==> src/rtl/seg_scan_driver.sv <==
// Memory-mapped multiplexed seven-segment driver: DATA/CTRL registers, prescaled digit scan,
// anti-ghosting blank window, leading-zero blanking and per-digit enable/dp, with readback.
module seg_scan_driver #(
   parameter int DIGITS     = 8,
   parameter int DIV        = 100000,
   parameter int BLANK      = 8,
   parameter int ACTIVE_LOW = 1
) (
   input  logic              CLK,
   input  logic              Reset,
   input  logic              WE,
   input  logic [1:0]        ADDR,
   input  logic [31:0]       WD,
   output logic [31:0]       RD,
   output logic [DIGITS-1:0] AN,
   output logic [7:0]        SEG
);

   localparam int CW = (DIV > 2) ? $clog2(DIV) : 1;
   localparam logic [CW-1:0] CNT_LAST = CW'(DIV - 1);
   localparam logic [CW-1:0] BLANK_C  = CW'(BLANK);
   localparam logic [2:0]    IDX_LAST = 3'(DIGITS - 1);

   localparam logic [DIGITS-1:0] AN_OFF  = (ACTIVE_LOW != 0) ? {DIGITS{1'b1}} : {DIGITS{1'b0}};
   localparam logic [7:0]        SEG_OFF = (ACTIVE_LOW != 0) ? 8'hFF : 8'h00;

   localparam logic [1:0] A_DATA = 2'd0;
   localparam logic [1:0] A_CTRL = 2'd1;
   localparam logic [1:0] A_STAT = 2'd2;

   localparam logic [16:0] CTRL_RST = 17'h000FF;

   logic [31:0]       data_q, data_d;
   logic [16:0]       ctrl_q, ctrl_d;
   logic [CW-1:0]     cnt_q, cnt_d;
   logic [2:0]        idx_q, idx_d;
   logic [DIGITS-1:0] an_q, an_d;
   logic [7:0]        seg_q, seg_d;

   logic [7:0]        en_s;
   logic [7:0]        dp_s;
   logic              lzb_s;
   logic [7:0]        lz_s;
   logic              lz_run_s;
   logic [3:0]        nib_s;
   logic              blank_s;
   logic [DIGITS-1:0] an_act_s;

   // Hex digit to active-high {g,f,e,d,c,b,a}.
   function automatic logic [6:0] hex7(input logic [3:0] n);
      logic [6:0] p;
      case (n)
         4'h0:    p = 7'h3F;
         4'h1:    p = 7'h06;
         4'h2:    p = 7'h5B;
         4'h3:    p = 7'h4F;
         4'h4:    p = 7'h66;
         4'h5:    p = 7'h6D;
         4'h6:    p = 7'h7D;
         4'h7:    p = 7'h07;
         4'h8:    p = 7'h7F;
         4'h9:    p = 7'h6F;
         4'hA:    p = 7'h77;
         4'hB:    p = 7'h7C;
         4'hC:    p = 7'h39;
         4'hD:    p = 7'h5E;
         4'hE:    p = 7'h79;
         4'hF:    p = 7'h71;
         default: p = 7'h00;
      endcase
      return p;
   endfunction

   assign en_s  = ctrl_q[7:0];
   assign dp_s  = ctrl_q[15:8];
   assign lzb_s = ctrl_q[16];
   assign nib_s = data_q[{idx_q, 2'b00} +: 4];

   // lz_s[i] is set when nibbles i..DIGITS-1 are all zero.
   always_comb begin
      lz_s     = 8'h00;
      lz_run_s = 1'b1;
      for (int i = DIGITS - 1; i >= 0; i--) begin
         lz_run_s = lz_run_s & (data_q[4*i +: 4] == 4'h0);
         lz_s[i]  = lz_run_s;
      end
   end

   // One-hot digit select, before polarity.
   always_comb begin
      an_act_s = {DIGITS{1'b0}};
      for (int i = 0; i < DIGITS; i++) begin
         an_act_s[i] = (idx_q == 3'(i));
      end
   end

   // Blank window, disabled digit, or suppressed leading zero (dp goes dark with it).
   always_comb begin
      if (cnt_q < BLANK_C) begin
         blank_s = 1'b1;
      end else if (!en_s[idx_q]) begin
         blank_s = 1'b1;
      end else if (lzb_s && (idx_q != 3'd0) && lz_s[idx_q]) begin
         blank_s = 1'b1;
      end else begin
         blank_s = 1'b0;
      end
   end

   // Output register next state; XOR with the off value applies the polarity.
   always_comb begin
      if (blank_s) begin
         an_d  = AN_OFF;
         seg_d = SEG_OFF;
      end else begin
         an_d  = an_act_s ^ AN_OFF;
         seg_d = {dp_s[idx_q], hex7(nib_s)} ^ SEG_OFF;
      end
   end

   // Prescaler and digit index.
   always_comb begin
      if (cnt_q == CNT_LAST) begin
         cnt_d = {CW{1'b0}};
         if (idx_q == IDX_LAST) begin
            idx_d = 3'd0;
         end else begin
            idx_d = idx_q + 3'd1;
         end
      end else begin
         cnt_d = cnt_q + CW'(1);
         idx_d = idx_q;
      end
   end

   // Register writes from the store path; STATUS and reserved are not writable.
   always_comb begin
      data_d = data_q;
      ctrl_d = ctrl_q;
      if (WE && (ADDR == A_DATA)) begin
         data_d = WD;
      end else if (WE && (ADDR == A_CTRL)) begin
         ctrl_d = WD[16:0];
      end else begin
         data_d = data_q;
      end
   end

   // Combinational readback.
   always_comb begin
      case (ADDR)
         A_DATA:  RD = data_q;
         A_CTRL:  RD = {15'h0000, ctrl_q};
         A_STAT:  RD = {29'h00000000, idx_q};
         default: RD = 32'h00000000;
      endcase
   end

   // State and output registers.
   always_ff @(posedge CLK or posedge Reset) begin
      if (Reset) begin
         data_q <= 32'h00000000;
         ctrl_q <= CTRL_RST;
         cnt_q  <= {CW{1'b0}};
         idx_q  <= 3'd0;
         an_q   <= AN_OFF;
         seg_q  <= SEG_OFF;
      end else begin
         data_q <= data_d;
         ctrl_q <= ctrl_d;
         cnt_q  <= cnt_d;
         idx_q  <= idx_d;
         an_q   <= an_d;
         seg_q  <= seg_d;
      end
   end

   assign AN  = an_q;
   assign SEG = seg_q;

endmodule

==> config.mk <==
export PLATFORM = sky130hd
export DESIGN_NAME = seg_scan_driver
export DESIGN_NICKNAME = d
export VERILOG_FILES = /design/src/rtl/seg_scan_driver.sv
export SDC_FILE = /design/constraint.sdc
export NUM_CORES = 1
export LEC_CHECK = 0
export ABC_CLOCK_PERIOD_IN_PS = 3290
export CAP_MARGIN = 10
export CORE_UTILIZATION = 53
export CTS_CLUSTER_DIAMETER = 120
export CTS_CLUSTER_SIZE = 8
export DETAILED_ROUTE_END_ITERATION = 10
export GPL_ROUTABILITY_DRIVEN = 0
export GPL_TIMING_DRIVEN = 1
export PLACE_DENSITY_LB_ADDON = 0.1
export SLEW_MARGIN = 20
export SYNTH_ARGS = -nofsm -noshare
export SYNTH_HDL_FRONTEND = slang
export SYNTH_SLANG_ARGS = --single-unit
export TNS_END_PERCENT = 30
==> constraint.sdc <==
create_clock -name CLK -period 3.29 [get_ports CLK]
set_input_delay 0.329 -clock CLK [delete_from_list [all_inputs] [get_ports CLK]]
set_output_delay 0.329 -clock CLK [all_outputs]
set_load 0.005 [all_outputs]
==> metrics.md, run 1 <==
| Metric | Value |
|---|---|
| XOR/XNOR share of the synthesized area | 0.0271 |
| Slew Viols, Final | 0 |
| Post-CTS Resized | 0 |
| Final setup vio count | 0 |
| Clock Path Buffers | 2 |
| Post-route ant nets | 0 |
| Pint | around 2.0 mW |
| Hold slack | approximately 0.43 ns |
| Clk_lat worst skew | between 0.3 and 0.4 ns |
| Post-synthesis compound-gate area fraction | 0.0637 |
| Synthesized flop and latch total | 85 |
| P_sw | around 800 uW |
| Drt total wl | a little over 10000 um |
| Largest net degree at the start of global routing | 60 |
| Final Hold Fails | 0 |
| Synthesized instance count | around 380 |
| Tmin final | between 2 and 3 ns |
| Number of remaining DRC errors | 0 |
| Slew HR | 0.462 |
| Per-cell routed wire length | about 18 um |
| Post-CTS Setup Repair Bufs | 0 |
| Final Cell Area | between 5000 and 6000 um2 |
| Worst-margin pin slew | 0.807 ns |
| Setup tns final | 0 ns |
| CTS Hold Buffers Added | 0 |
| TritonCTS buffer count | 9 |
| Worst reg2reg path startpoint | idx_q[1] |
| Starting density of the core | 0.550 |
| Port-buffer cells | 84 |
| Die height | approximately 94 um |
| Core area | 8220 um2 |
| YS warnings | 0 |
| Max Cap Viol | 0 |
| Critical path class | reg -> reg |
| Critical-path maximum fanout | 20 |
| F_max | around 0.38 GHz |
| Main combinational cell family by area after synthesis | multiplexers |
| Simple-Gate Fraction of Synth Area | 0.136 |
| Vias in the first global route | 3184 |
| Worst Setup SP | idx_q[1] |
| Synthesized area | ~4500 um2 |
| Total track usage | 0.246 |
| Post-route clock period utilization | 0.803 |
| First DRT Iteration DRCs | around 170 |
| Required @ worst endpoint | 3.55 ns |
| Root Buffer Master | clkbuf_8 |
| Switching share of power | 0.288 |
| Total Power | 2.75 mW |
| Worst setup EP type | flop |
| Syn Area/Cell | 12.0 um2 |
| Area Growth Syn to Fin | 24.9% |
| Final HPWL DP | approximately 7400 um |
| Routed vias/inst | between 5 and 6 |
| Status | finished, final reports clean |
| Die W | around 94 um |
| Placed cell areas | roughly 5400 um2 |
| Clock power share | 0.283 |
| Final net count | around 500 |
| Mux contribution to synthesized area | 0.231 |
| Initial DRT Pass Iterations | 4 |
| Power per standard cell area | 487 nW/um2 |
| Adder-cell share of the synthesized area | 0.0332 |
| Nature of the critical path startpoint | flop |
| Leak | about 2.3 nW |
| Worst vdd ir | 248 uV |
| Cell variety after synth | 56 |
| Antenna Cells | 0 |
| Fin Clk Skew | around 0.013 ns |
| Initial antenna violation count | 0 |
| CP Data Arrival Time | roughly 2.9 ns |
| Reg clk slew, reported paths | about 0.090 ns |
| CTS tree | built |
| Share of cells above drive strength 1 | 0.178 |
| Sequential area share after synthesis | 0.477 |
| RSZ-0062 raised after global routing | no |
| First-pass GRT wire length | 16300 um |
| CTS Sinks | 85 |
| Detailed-route via count | about 3.2k |
| H-tree depth | 3 |
| Site row count | 33 |
| HP Class | in -> async |
| Power share of the combinational group | 0.221 |
| Grt ovf | 0 |
| Total die area | 8900 um2 |
| Synthesized Nets | roughly 430 |
| IO Count | 85 |
| Sequential power share | 0.496 |
==> logic make-up after synthesis <==
group / Yosys count
AND/OR/NAND/NOR: 116
XOR/XNOR: 14
AO/OA/AOI/OAI: 37
adder cells (fa/ha/maj): 12
flip-flops: 85
multiplexers: 87
buffers and inverters: 26
==> path summary, 6_finish.rpt <==
path | endpoint | slack (ns) | cells past startpoint
max | SEG[3] | 0.65 | 7
min | data_q[31] | 0.43 | 2
max reg2reg | SEG[3] | 0.65 | 7
min reg2reg | cnt_q[0] | 0.48 | 1
max in group asynchronous | AN[5] | 2.13 | 3
min in group CLK | cnt_q[0] | 0.48 | 1
==> synthesized netlist by cell type (all sizes together) <==
master | count | area share
dfrtp | 61 | 0.34
dfstp | 24 | 0.14
o41ai | 2 | 0.0039
and2 | 16 | 0.022
a211oi | 1 | 0.0017
inv | 7 | 0.0058
mux4 | 7 | 0.035
and3 | 3 | 0.0042
clkbuf | 2 | 0.0017
and4 | 1 | 0.0019
o211ai | 2 | 0.0033
o221ai | 5 | 0.0097
xor2 | 6 | 0.012
o211a | 1 | 0.0022
o21ai | 11 | 0.012
nand3b | 1 | 0.0017
nor2 | 30 | 0.029
o22ai | 2 | 0.0042
a41oi | 1 | 0.0036
ha | 12 | 0.033
a22oi | 1 | 0.0017
nor2b | 4 | 0.0055
nand2b | 1 | 0.0014
a21boi | 1 | 0.0017
mux2i | 25 | 0.058
o22a | 2 | 0.0039
a22o | 2 | 0.0039
a21o | 1 | 0.0017
nand4 | 3 | 0.0042
and2b | 1 | 0.0017
nand2 | 27 | 0.023
nor3 | 5 | 0.0066
nor4 | 10 | 0.015
nor3b | 1 | 0.0028
buf | 17 | 0.024
nand3 | 13 | 0.017
a21oi | 3 | 0.0042
a221oi | 1 | 0.0033
mux2 | 55 | 0.14
xnor2 | 8 | 0.016
o31ai | 1 | 0.0028
==> worst max-delay path, stage by stage (launching register included) <==
cell and delay [ns]:
dfrtp_1 0.87, mux2_1 0.41, a221oi_2 0.42, inv_1 0.14, ha_1 0.25, nor2b_1 0.14
a211oi_1 0.19, o21ai_1 0.10
==> cells in the final DEF, fill, tap and decap left out, types with 4 or more instances in the layout <==
master / netlist / layout
dfstp_2: 24 / 24
mux2i_1: 24 / 24
xor2_1: 6 / 6
nor4_1: 9 / 9
nor2b_1: 4 / 4
buf_4: 3 / 8
nand2_1: 26 / 26
mux2_1: 42 / 42
mux2_2: 12 / 12
dfrtp_1: 61 / 61
o21ai_0: 8 / 8
clkdlybuf4s50_1: 0 / 84
xnor2_1: 8 / 8
mux4_2: 7 / 7
clkbuf_8: 0 / 10
and2_1: 16 / 16
nand3_1: 12 / 12
o221ai_1: 5 / 5
ha_1: 12 / 12
nor3_1: 4 / 4
inv_1: 5 / 4
nor2_1: 29 / 29
==> metrics by stage <==
step | utilization | setup slack (ns) | instances
final | 0.687 | 0.650 | 571
after global routing | 0.687 | 0.418 | 571
after CTS | 0.687 | 0.663 | 571
after detailed placement | 0.661 | 0.686 | 555
after global placement | 0.661 | 0.756 | 555
after floorplan | - | 0.807 | 377
==> routing by layer <==
layer | GRT usage | share of wire | vias up
met1 | 0.331 | 0.46 | 1583
met5 | 0 | 0 | -
met2 | 0.386 | 0.46 | 100
met3 | 0.0604 | 0.059 | 16
met4 | 0.0885 | 0.019 | 0
li1 | - | - | 1519
==> power groups by stage <==
| stage | logic, mW | clock network, mW | registers [mW] |
|---|---|---|---|
| 2_1_floorplan | 0.366 | 0 | 1.32 |
| 3_3_place_gp | 0.595 | 0 | 1.38 |
| 3_5_place_dp | 0.610 | 0 | 1.38 |
| 4_1_cts | 0.615 | 0.789 | 1.36 |
| 5_1_grt | 0.669 | 0.844 | 1.38 |
| 6_report | 0.609 | 0.777 | 1.36 |
==> final cells by class <==
cell class	count	area [um2]
tap	105	131
timing repair buffer	92	901
sequential	85	2160
clock inverter	6	68.8
clock buffer	10	138
fill	611	2570
multi-input combinational	266	2220
inverter	7	28.8
==> flip-flops by register name, summed over array words and instances, names as in the netlist <==
| signal | flops |
|---|---|
| AN | 8 |
| idx_q | 3 |
| data_q | 32 |
| cnt_q | 17 |
| ctrl_q | 17 |
| SEG | 8 |
Note: power is estimated with default switching activity, not from simulation.
==> run 2: changes to the inputs <==
--- a/config.mk
+++ b/config.mk
@@ -5,7 +5,7 @@
 export SDC_FILE = /design/constraint.sdc
 export NUM_CORES = 1
 export LEC_CHECK = 0
-export ABC_CLOCK_PERIOD_IN_PS = 3290
+export ABC_CLOCK_PERIOD_IN_PS = 2800
 export CAP_MARGIN = 10
 export CORE_UTILIZATION = 53
 export CTS_CLUSTER_DIAMETER = 120
==> constraint.sdc (replaced) <==
create_clock -name CLK -period 2.8 [get_ports CLK]
set_input_delay 0.28 -clock CLK [delete_from_list [all_inputs] [get_ports CLK]]
set_output_delay 0.28 -clock CLK [all_outputs]
set_load 0.005 [all_outputs]
==> run 2 against run 1 <==
Global-route usage rose by 0.63 points. Sequential power rose by 18%. Clock power rose by 25%. Cell count rose by 0.70%. Design area rose by 1.3%. Via count rose by 1.3%. First-iteration DRC count fell by 11%. Non-clock buffer count rose by 4. Worst setup slack got worse by 0.40 ns.
==> metrics.md, run 2 (synthesis gave the netlist of run 1 again) <==
| Metric | Value |
|---|---|
| Status | finished, final reports clean |
| Area Growth Syn to Fin | 26.5% |
| Final HPWL DP | about 7600 um |
| Placed cell areas | ~5500 um2 |
| Sequential power share | 0.487 |
| RSZ-0062 raised after global routing | no |
| H-tree depth | 3 |
| Detailed-route via count | 3261 |
| F_max | about 0.39 GHz |
| Post-CTS Setup Repair Bufs | 0 |
| # fillers | 621 |
| CTS Hold Buffers Added | 0 |
| Commonest non-fill, non-tap cell in the layout | clkdlybuf4s50_1 |
| Slew HR | 0.487 |
| TritonCTS buffer count | 9 |
| Placed Cells | ~560 |
| CTS tree | built |
| Clock Path Buffers | 2 |
| Final Hold Fails | 0 |
| First-pass GRT wire length | ~17000 um |
| HP Class | in -> async |
| Leak | around 2.4 nW |
| Tmin final | approximately 2.5 ns |
| Root Buffer Master | clkbuf_8 |
| Core area | ~8000 um2 |
| Power share of the combinational group | 0.219 |
| Nature of the critical path startpoint | flop |
| Initial antenna violation count | 0 |
| Reg clk slew, reported paths | 0.08 ns |
| Final net count | 514 |
| Number of remaining DRC errors | 0 |
| Total track usage | 0.252 |
| Starting density of the core | 0.550 |
| Share of cells above drive strength 1 | 0.183 |
| Post-CTS Resized | 0 |
| Max reg flops | 32 |
| Clock power share | 0.294 |
| Required @ worst endpoint | approximately 2.5 ns |
| Multi-input logic area | ~2200 um2 |
| Vias in the first global route | approximately 3.3k |
| Largest net degree at the start of global routing | between 40 and 50 |
| CTS Sinks | 85 |
| Power per standard cell area | approximately 580 nW/um2 |
| Worst vdd ir | slightly below 300 uV |
| Top flop regs | data_q: 32 flops, cnt_q: 17 flops, ctrl_q: 17 flops |
| CP Data Arrival Time | ~2.3 ns |
| Post-route clock period utilization | 0.909 |
| Register area | approximately 2200 um2 |
| Critical-path maximum fanout | 17 |
| Grt ovf | 0 |
| Fin Clk Skew | ~0.0068 ns |
| Die W | 94.3 um |
| P_sw | around 890 uW |
| Final Cell Area | 5720 um2 |
| Biggest register | data_q |
| Final setup vio count | 0 |
| Total die area | 8900 um2 |
| First DRT Iteration DRCs | between 150 and 200 |
| Die height | approximately 94 um |
| Post-route ant nets | 0 |
| Switching share of power | 0.269 |
| Pint | 2.41 mW |
| Worst Setup SP | idx_q[0] |
| FF-to-FF setup slack | between 0.2 and 0.3 ns |
| Critical path class | reg -> out |
| Port-buffer cells | between 80 and 90 |
| Initial DRT Pass Iterations | 4 |
| Drt total wl | just over 10000 um |
| Most frequent cells in the layout | 84 x clkdlybuf4s50_1, 61 x dfrtp_1, 42 x mux2_1 |
| Max Cap Viol | 0 |
| Slew Viols, Final | 0 |
| Antenna Cells | 0 |
| Site row count | 33 |
| Routed vias/inst | around 5.7 |
| Worst-margin pin slew | around 0.77 ns |
| Setup tns final | 0 ns |
| Per-cell routed wire length | 17.8 um |
| Worst reg2reg path startpoint | idx_q[0] |
| Non-Filler Instances | between 500 and 600 |
| IO Count | 85 |
| Fin util | 0.696 |
| Clk_lat worst skew | around 0.35 ns |
| Worst setup EP type | primary output |
## run 2: worst max-delay path, cell delays in order (launching register included)
cell	delay (ns)
dfrtp_1	0.82
buf_4	0.26
mux2i_1	0.07
o21ai_0	0.22
clkdlybuf4s50_1	0.55
## run 2: per-stage QoR
stage,hold WS [ns],worst slack [ns],power [mW]
floorplan,0.412,0.366,1.98
global placement,0.472,0.443,2.32
detailed placement,0.479,0.296,2.35
CTS,0.348,0.244,3.33
global route,0.392,0.0112,3.47
finish,0.346,0.254,3.29
## run 2: metal layers
metal,vias to the layer above,part of all wire,global-route usage
met5,-,0,0
met1,1621,0.44,0.332
met4,0,0.019,0.109
met2,108,0.48,0.398
li1,1518,-,-
met3,14,0.060,0.0588
## run 2: area by class of cell
cell class,count,share of cell area
clock buffers,12,0.0271
flip-flops and latches,85,0.377
inverters,7,0.00482
multi-input cells,266,0.388
clock inverters,4,0.0123
well taps,105,0.0230
repair buffers,96,0.167
## run 2: worst paths after layout
| path | end | cells after the start |
|---|---|---|
| max | RD[0] | 4 |
| min | data_q[6] | 2 |
| max reg2reg | SEG[6] | 6 |
| min reg2reg | cnt_q[0] | 1 |
| max in group asynchronous | AN[1] | 3 |
| min in group CLK | cnt_q[0] | 1 |
## run 2: power by group through the flow
stage | logic [mW] | registers [mW] | clock network (mW)
2_1_floorplan | 0.430 | 1.55 | 0
6_report | 0.720 | 1.60 | 0.969
3_5_place_dp | 0.722 | 1.62 | 0
3_3_place_gp | 0.703 | 1.62 | 0
4_1_cts | 0.728 | 1.60 | 0.997
5_1_grt | 0.791 | 1.63 | 1.05
